### src/rtl/regfile_writeback.sv
// regfile_writeback: in-order write-back queue feeding the register file write port.
// ALU and load results are buffered here because a debug/CSR write may take the
// port in any cycle. Pending outputs let decode stall on queued, unwritten targets.
module regfile_writeback #(
    parameter int DEPTH  = 4,
    parameter int DATA_W = 32,
    parameter int ADDR_W = 5
) (
    input  logic                         clk,
    input  logic                         rst,
    input  logic                         alu_valid,
    input  logic [ADDR_W-1:0]            alu_rd,
    input  logic [DATA_W-1:0]            alu_data,
    output logic                         alu_ready,
    input  logic                         lsu_valid,
    input  logic [ADDR_W-1:0]            lsu_rd,
    input  logic [DATA_W-1:0]            lsu_data,
    output logic                         lsu_ready,
    input  logic                         dbg_we,
    input  logic [ADDR_W-1:0]            dbg_rd,
    input  logic [DATA_W-1:0]            dbg_data,
    output logic [ADDR_W-1:0]            Rw,
    output logic                         RegWr,
    output logic [DATA_W-1:0]            busW,
    input  logic [ADDR_W-1:0]            q_rs1,
    input  logic [ADDR_W-1:0]            q_rs2,
    output logic                         rs1_pending,
    output logic                         rs2_pending,
    output logic [$clog2(DEPTH+1)-1:0]   count
);

    localparam int PTR_W = $clog2(DEPTH);
    localparam int CNT_W = $clog2(DEPTH+1);
    localparam logic [CNT_W-1:0] FULL_COUNT = CNT_W'(DEPTH);

    logic [ADDR_W-1:0] ent_rd   [DEPTH];
    logic [DATA_W-1:0] ent_data [DEPTH];
    logic [DEPTH-1:0]  ent_valid;
    logic [PTR_W-1:0]  rd_ptr;
    logic [PTR_W-1:0]  wr_ptr;

    logic              full;
    logic              fire;
    logic              push;
    logic              pop;
    logic [ADDR_W-1:0] push_rd;
    logic [DATA_W-1:0] push_data;

    // Enqueue arbitration: the LSU always wins, the ALU only goes when the LSU is idle.
    // A fired result targeting x0 completes its handshake but is never stored.
    always_comb begin
        full      = (count == FULL_COUNT);
        lsu_ready = !full;
        alu_ready = !full && !lsu_valid;
        push_rd   = lsu_valid ? lsu_rd   : alu_rd;
        push_data = lsu_valid ? lsu_data : alu_data;
        fire      = (lsu_valid || alu_valid) && !full;
        push      = fire && (push_rd != '0);
        pop       = !dbg_we && (count != '0);
    end

    // Write port mux: debug owns the port; otherwise the queue head drains.
    always_comb begin
        RegWr = 1'b0;
        Rw    = '0;
        busW  = '0;
        if (dbg_we) begin
            RegWr = 1'b1;
            Rw    = dbg_rd;
            busW  = dbg_data;
        end else if (count != '0) begin
            RegWr = 1'b1;
            Rw    = ent_rd[rd_ptr];
            busW  = ent_data[rd_ptr];
        end
    end

    // Queue bookkeeping; push and pop never hit the same slot since push needs
    // not-full and pop needs not-empty, and both together imply distinct slots.
    always_ff @(posedge clk or posedge rst) begin
        if (rst) begin
            rd_ptr    <= '0;
            wr_ptr    <= '0;
            count     <= '0;
            ent_valid <= '0;
        end else begin
            if (push) begin
                wr_ptr            <= wr_ptr + 1'b1;
                ent_valid[wr_ptr] <= 1'b1;
            end
            if (pop) begin
                rd_ptr            <= rd_ptr + 1'b1;
                ent_valid[rd_ptr] <= 1'b0;
            end
            case ({push, pop})
                2'b10:   count <= count + 1'b1;
                2'b01:   count <= count - 1'b1;
                default: count <= count;
            endcase
        end
    end

    // Entry payload storage; contents are only meaningful where the valid bit is set.
    always_ff @(posedge clk) begin
        if (push) begin
            ent_rd[wr_ptr]   <= push_rd;
            ent_data[wr_ptr] <= push_data;
        end
    end

    // Hazard lookup over every occupied entry; x0 is never reported pending.
    always_comb begin
        rs1_pending = 1'b0;
        rs2_pending = 1'b0;
        for (int i = 0; i < DEPTH; i++) begin
            if (ent_valid[i] && (ent_rd[i] == q_rs1)) rs1_pending = 1'b1;
            if (ent_valid[i] && (ent_rd[i] == q_rs2)) rs2_pending = 1'b1;
        end
        if (q_rs1 == '0) rs1_pending = 1'b0;
        if (q_rs2 == '0) rs2_pending = 1'b0;
    end

endmodule

### config.mk
export PLATFORM = sky130hd
export DESIGN_NAME = regfile_writeback
export DESIGN_NICKNAME = d
export VERILOG_FILES = /design/src/rtl/regfile_writeback.sv
export SDC_FILE = /design/constraint.sdc
export NUM_CORES = 1
export LEC_CHECK = 0
export ABC_AREA = 1
export CORE_MARGIN = 2
export CORE_UTILIZATION = 51
export CTS_CLUSTER_DIAMETER = 60
export DETAILED_ROUTE_END_ITERATION = 12
export PLACE_DENSITY_LB_ADDON = 0.05
export RECOVER_POWER = 25
export SLEW_MARGIN = 20
export SYNTH_ARGS = -nofsm -noshare
export SYNTH_HDL_FRONTEND = slang
export SYNTH_SLANG_ARGS = --single-unit
### constraint.sdc
create_clock -name clk -period 3 [get_ports clk]
set_clock_uncertainty 0.15 [all_clocks]
set_input_delay 0.6 -clock clk [delete_from_list [all_inputs] [get_ports clk]]
set_output_delay 0.6 -clock clk [all_outputs]
set_load 0.03 [all_outputs]
# Word level (Yosys, flattened, before mapping)
# Memories as Yosys holds them, arrays and structs flattened.
# Cells that the tools add are included.
[word_totals] output_inout_bits=45 ram_bits=148 regBits=11 wordCells=78 mem_count=2 inputBits=126
[op_classes] n_lt_le_gt_ge=4 addsub=4 n_bitwise=3 n_eq_ne=11 muxes=27 reduce_logical=23
[mem_list] memory="ent_data" depth=4 word_bits=32 read_ports=1 rd_clocked_by_memory_dff=0 write_ports=1 line_no="37" rtl="logic [DATA_W-1:0] ent_data [DEPTH];"
[mem_list] memory="ent_rd" depth=4 word_bits=5 read_ports=5 rd_clocked_by_memory_dff=0 write_ports=1 line_no="36" rtl="logic [ADDR_W-1:0] ent_rd [DEPTH];"
[op_table] op="32-bit two-way mux" n=3
[op_table] op="5-bit == test" n=8
[op_table] op="1-bit two-way mux" n=16
[op_table] op="5-bit two-way mux" n=3
[op_table] op="1-bit logical AND" n=14
[op_table] op="5-bit zero test" n=2
[op_table] op="4-bit two-way mux" n=2
[op_table] op="2-bit by 3-bit < comparator with 1-bit output (second input constant)" n=2
[op_table] op="3-bit case mux with 2 select lines" n=1
[op_table] op="5-bit nonzero test" n=1
[op_table] op="2-bit by 1-bit adder with 2-bit output (second input constant)" n=2
[op_table] op="4-bit AND" n=1
[op_table] op="1-bit demux with 2-bit select" n=2
[op_table] op="2-bit by 1-bit greater-or-equal comparator with 1-bit output (second input constant)" n=2
[op_table] op="4-bit inverter" n=1
[op_table] op="4-bit OR" n=1
[op_table] op="3-bit by 1-bit adder with 3-bit output (second input constant)" n=1
[op_table] op="3-bit == test (second input constant)" n=1
[op_table] op="1-bit zero test" n=3
[op_table] op="3-bit nonzero test" n=1
[op_table] op="3-bit by 1-bit subtractor with 3-bit output (second input constant)" n=1
[op_table] op="2-bit by 1-bit == test with 1-bit output (second input constant)" n=1
[op_table] op="2-bit == test (second input constant)" n=1
[op_table] op="2-bit nonzero test" n=1
[op_table] op="1-bit logical OR" n=1

# Depth between registers and ports, before layout
[depth] word_depth=8 ltp_mapped=12 mapped_depth_nobuf=12

# Least setup slack after synthesis
# No wires, ideal clock.
[synth_path] path_kind="input to register" from="input port lsu_valid" to="memory ent_data[0][0], enable pin" arrival_ns=1.880 path_slack_ns=0.579 required_time_ns=2.458 stages=7 setup_ns=0.392 path_cell_list="buf_4 > nand2_1 > nand2_1 > nor2_2 > nand3_4 > nand3_1 > inv_1"
[synth_via] elab_chain_cells=5 word_cells_on_any_way=7 cone_classes="3 x mux; 4 x reduce/logical"
[synth_lines] element="from (decl)" line_no="15" rtl="input logic lsu_valid,"
[synth_lines] element="5-bit two-way mux" line_no="55" rtl="push_rd = lsu_valid ? lsu_rd : alu_rd;"
[synth_lines] element="via push_rd[3]" line_no="46" rtl="logic [ADDR_W-1:0] push_rd;"
[synth_lines] element="5-bit nonzero test" line_no="58" rtl="push = fire && (push_rd != '0);"
[synth_lines] element="1-bit logical AND" line_no="58"
[synth_lines] element="1-bit two-way mux" line_no="105" rtl="if (push) begin"
[synth_lines] element="1-bit two-way mux (implied by the code)" line_no="107" rtl="ent_data[wr_ptr] <= push_data;"
[synth_lines] element="to (decl)" line_no="37"
# The timed path passes the listed nets, and every way through them passes these cells.

# Worst setup path in the final report
[layout_path] from="register rd_ptr[1]" to="output port busW[7]"
[layout_via] elab_chain_cells=3
[layout_lines] element="from (decl)" line_no="39" rtl="logic [PTR_W-1:0] rd_ptr;"
[layout_lines] element="from (signal assigned)" line_no="92" rtl="rd_ptr <= rd_ptr + 1'b1;"
[layout_lines] element="memory read 4 x 32 bit"
[layout_lines] element="32-bit two-way mux" line_no="71" rtl="end else if (count != '0) begin"
[layout_lines] element="32-bit two-way mux" line_no="67" rtl="if (dbg_we) begin"
[layout_lines] element="to (decl)" line_no="24" rtl="output logic [DATA_W-1:0] busW,"
# No other way between the ends.

==> impl_metrics.env <==
export IMPL_crit_type="register to primary output"
export IMPL_track_usage_pct=25.8
export IMPL_ys_warn_count=0
export IMPL_netlist_instances=849
export IMPL_intPower_mw=5.57
export IMPL_required_ps=2250
export IMPL_crit_chain="inv_1, buf_4, o21ai_0, o22ai_1, nand2_1, nand2_1, dlygate4sd2_1"
export IMPL_regArea_sq_um=4720
export IMPL_wl_per_cell_um=16.2
export IMPL_io_buffers=170
export IMPL_synthesis_area_sq_um=7770
export IMPL_cp_arrival_ps=2110
export IMPL_reg2regPathDepth=9
export IMPL_fmax_mhz=349
export IMPL_finalHoldViolCount=0
export IMPL_ys_types=27
export IMPL_fp_row_count=45
export IMPL_place_congestion=0.941
export IMPL_synth_area_per_cell_sq_um=9.15
export IMPL_areaGrowthSynthToFinish_pct=32.5
export IMPL_clock_sinks=159
export IMPL_path_buf_inv=3
export IMPL_min_delay_start="wr_ptr[1]"
export IMPL_timing_rr_start="count[0]"
export IMPL_critPathLaunch="rd_ptr[1]"
export IMPL_drv_slew=32
export IMPL_endpoint_kind="primary output"
export IMPL_combPwrFrac_pct=41.2
export IMPL_crit_path_start_kind="register"
export IMPL_status="complete, but fails checks"
export IMPL_nets=1165
export IMPL_grt_pass1_vias=6338
export IMPL_grt_overflow=0
export IMPL_cp_max_fo=17
export IMPL_wirelength_um=20000
export IMPL_placed_cell_area_sq_um=9800
export IMPL_drive_above_1_share_pct=7.87
export IMPL_fin_cells=1230
export IMPL_nFillCells=1211
export IMPL_setup_viol=0
export IMPL_via_count=6464
export IMPL_grt_pass1_wl_um=32100
export IMPL_powerDensity_nw_per_um2=893
export IMPL_synth_nets=985
export IMPL_ios=171
export IMPL_cts_setup_buffers=0
export IMPL_initial_core_util_pct=51.7
export IMPL_detail_route_antenna_nets=0
export IMPL_min_path_cells=2
export IMPL_p_switching_mw=3.62
export IMPL_cap_violations=1
export IMPL_final_common_cell="nand2_1"
export IMPL_hp_class="register to register"
export IMPL_violations="capacitance limit, slew limit"
export IMPL_stdcell_area_sq_um=10300
export IMPL_max_stage_delay_ps=400
export IMPL_tns_ps=0
export IMPL_p_leak_nw=4.36
export IMPL_dp_cells=1198
export IMPL_path_clk_slew_ps=60
export IMPL_clk_latency_ps=420
export IMPL_drt_first_pass_iters=5
export IMPL_post_dp_hpwl_um=13400
export IMPL_whs_ps=391
export IMPL_max_vdd_ir_drop_v=0.000470
export IMPL_dieArea_sq_um=16200
export IMPL_yosysSeqAreaShare_pct=60.8
export IMPL_fp_dieH_um=127
export IMPL_crit_family="buffers and inverters"
export IMPL_drt_iter0_drc=506
export IMPL_cp_depth=7
export IMPL_regToRegSetupSlack_ps=750
export IMPL_fin_crit_ps=2860
export IMPL_crit_top_cell="nand2_1"
export IMPL_core_area_sq_um=15000
export IMPL_grt_max_degree=55
export IMPL_slowest_stage="dfrtp_1"
export IMPL_multiInputGateArea_sq_um=2650
export IMPL_p_seq_share_pct=37.1
export IMPL_cts_tree="done"
export IMPL_layout_common_cells="nand2_1, edfxtp_1, clkdlybuf4s50_1, nor2_1, o21ai_0"
export IMPL_grt_setup_unrepaired="false"
export IMPL_p_sw_share_pct=39.4
export IMPL_post_route_period_util_pct=95.4
export IMPL_relSlewSlack_pct=-13.1
export IMPL_drc_errors=0
export IMPL_clkPwrFrac_pct=21.7
export IMPL_antenna_found_initial=0
export IMPL_cts_buffers=17
export IMPL_viasPerCell=5.26
export IMPL_htree_levels=4
export IMPL_root_buffer="clkbuf_16"
export IMPL_holdBufCountCts=0
export IMPL_cts_buffer_depth=2
export IMPL_diodes=0
export IMPL_final_util_pct=68.4
export IMPL_ys_ff_latch=159
export IMPL_tightest_slew_ps=1700
export IMPL_die_x_um=127
[metrics by stage]
stage | setup WS (ps) | total power [mW]
after global placement | 179 | 7.32
after floorplan | 579 | 5.83
after CTS | 46.2 | 9.27
after detailed placement | 183 | 7.39
after global routing | 0.627 | 9.77
final | 137 | 9.19
[registers in the layout, indices dropped and copies added (netlist names)]
| register | count |
|---|---|
| ent_data | 128 |
| ent_rd | 20 |
| ent_valid | 4 |
| count | 3 |
| rd_ptr | 2 |
| wr_ptr | 2 |
[power by group through the flow]
stage	combinational (mW)	sequential (mW)	clock, mW
finish	3.78	3.41	1.99
global route	4.19	3.47	2.11
CTS	3.84	3.41	2.02
detailed placement	3.94	3.45	0
global placement	3.88	3.43	0
floorplan	2.40	3.43	0
[path summary, 6_finish.rpt]
kind | end
setup / recovery | busW[7]
hold / removal | wr_ptr[1]
setup reg to reg | count[2]
hold reg to reg | wr_ptr[1]
max in group asynchronous | rd_ptr[0]
min in group asynchronous | count[0]
[layer usage]
layer / up-vias / global-route usage (%) / routed length, um / share of wire, %
met5: - / 0 / 0 / 0
met4: 0 / 11.1 / 657 / 3.3
met3: 39 / 4.86 / 1080 / 5.4
met2: 232 / 44.3 / 9970 / 50
met1: 3007 / 32.0 / 8280 / 41
li1: 3186 / - / - / -
[cell families (layout without fill, tap and decap cells)]
logic type,after synthesis,count (layout),share of synthesized area (%)
AND/OR/NAND/NOR,439,439,22.1
flip-flops,159,159,60.8
AO/OA/AOI/OAI,142,142,9.71
buffers and inverters,95,288,5.22
adder cells (fa/ha/maj),10,10,1.71
XOR/XNOR,4,4,0.548
[cells in the mapped netlist]
cell type	count	area share [%]
buf_2	9	0.58
clkbuf_1	22	1.1
edfxtp_1	148	57
xor2_1	2	0.23
dfrtp_1	11	3.5
buf_6	2	0.29
nand2_1	302	15
buf_4	6	0.58
o21ai_1	8	0.52
nand2_4	1	0.14
nor2_1	107	5.2
inv_1	54	2.6
inv_2	2	0.097
nor2_4	1	0.14
nand2_2	1	0.081
o21ai_2	1	0.11
o21ai_0	86	5.5
o22ai_1	32	2.6
xor2_2	1	0.21
nand3_4	1	0.23
nor3_1	3	0.19
nand3_1	21	1.4
nor2_2	2	0.16
xnor2_1	1	0.11
ha_1	9	1.4
a21oi_1	15	0.97
fa_1	1	0.26
[final cells by class]
| class | instances | share of cell area [%] |
|---|---|---|
| clock buffers | 17 | 4.13 |
| clock inverters | 15 | 1.20 |
| inverters | 56 | 2.04 |
| multi-input cells | 595 | 25.7 |
| flip-flops and latches | 159 | 45.9 |
| well taps | 188 | 2.29 |
| repair buffers | 200 | 18.7 |
[repair_timing]
action | 4_1_cts | 5_1_grt
endpoints found under the hold margin | 0 | 0
resized for setup | 34 | 19
endpoints found under the setup margin | 33 | 14
[tightest hold or removal path, stage by stage (launching register included)]
cell and delay (ps):
dfrtp_1 390, nand2_1 70, nand2_1 50
(Power assumes the default switching activity.)
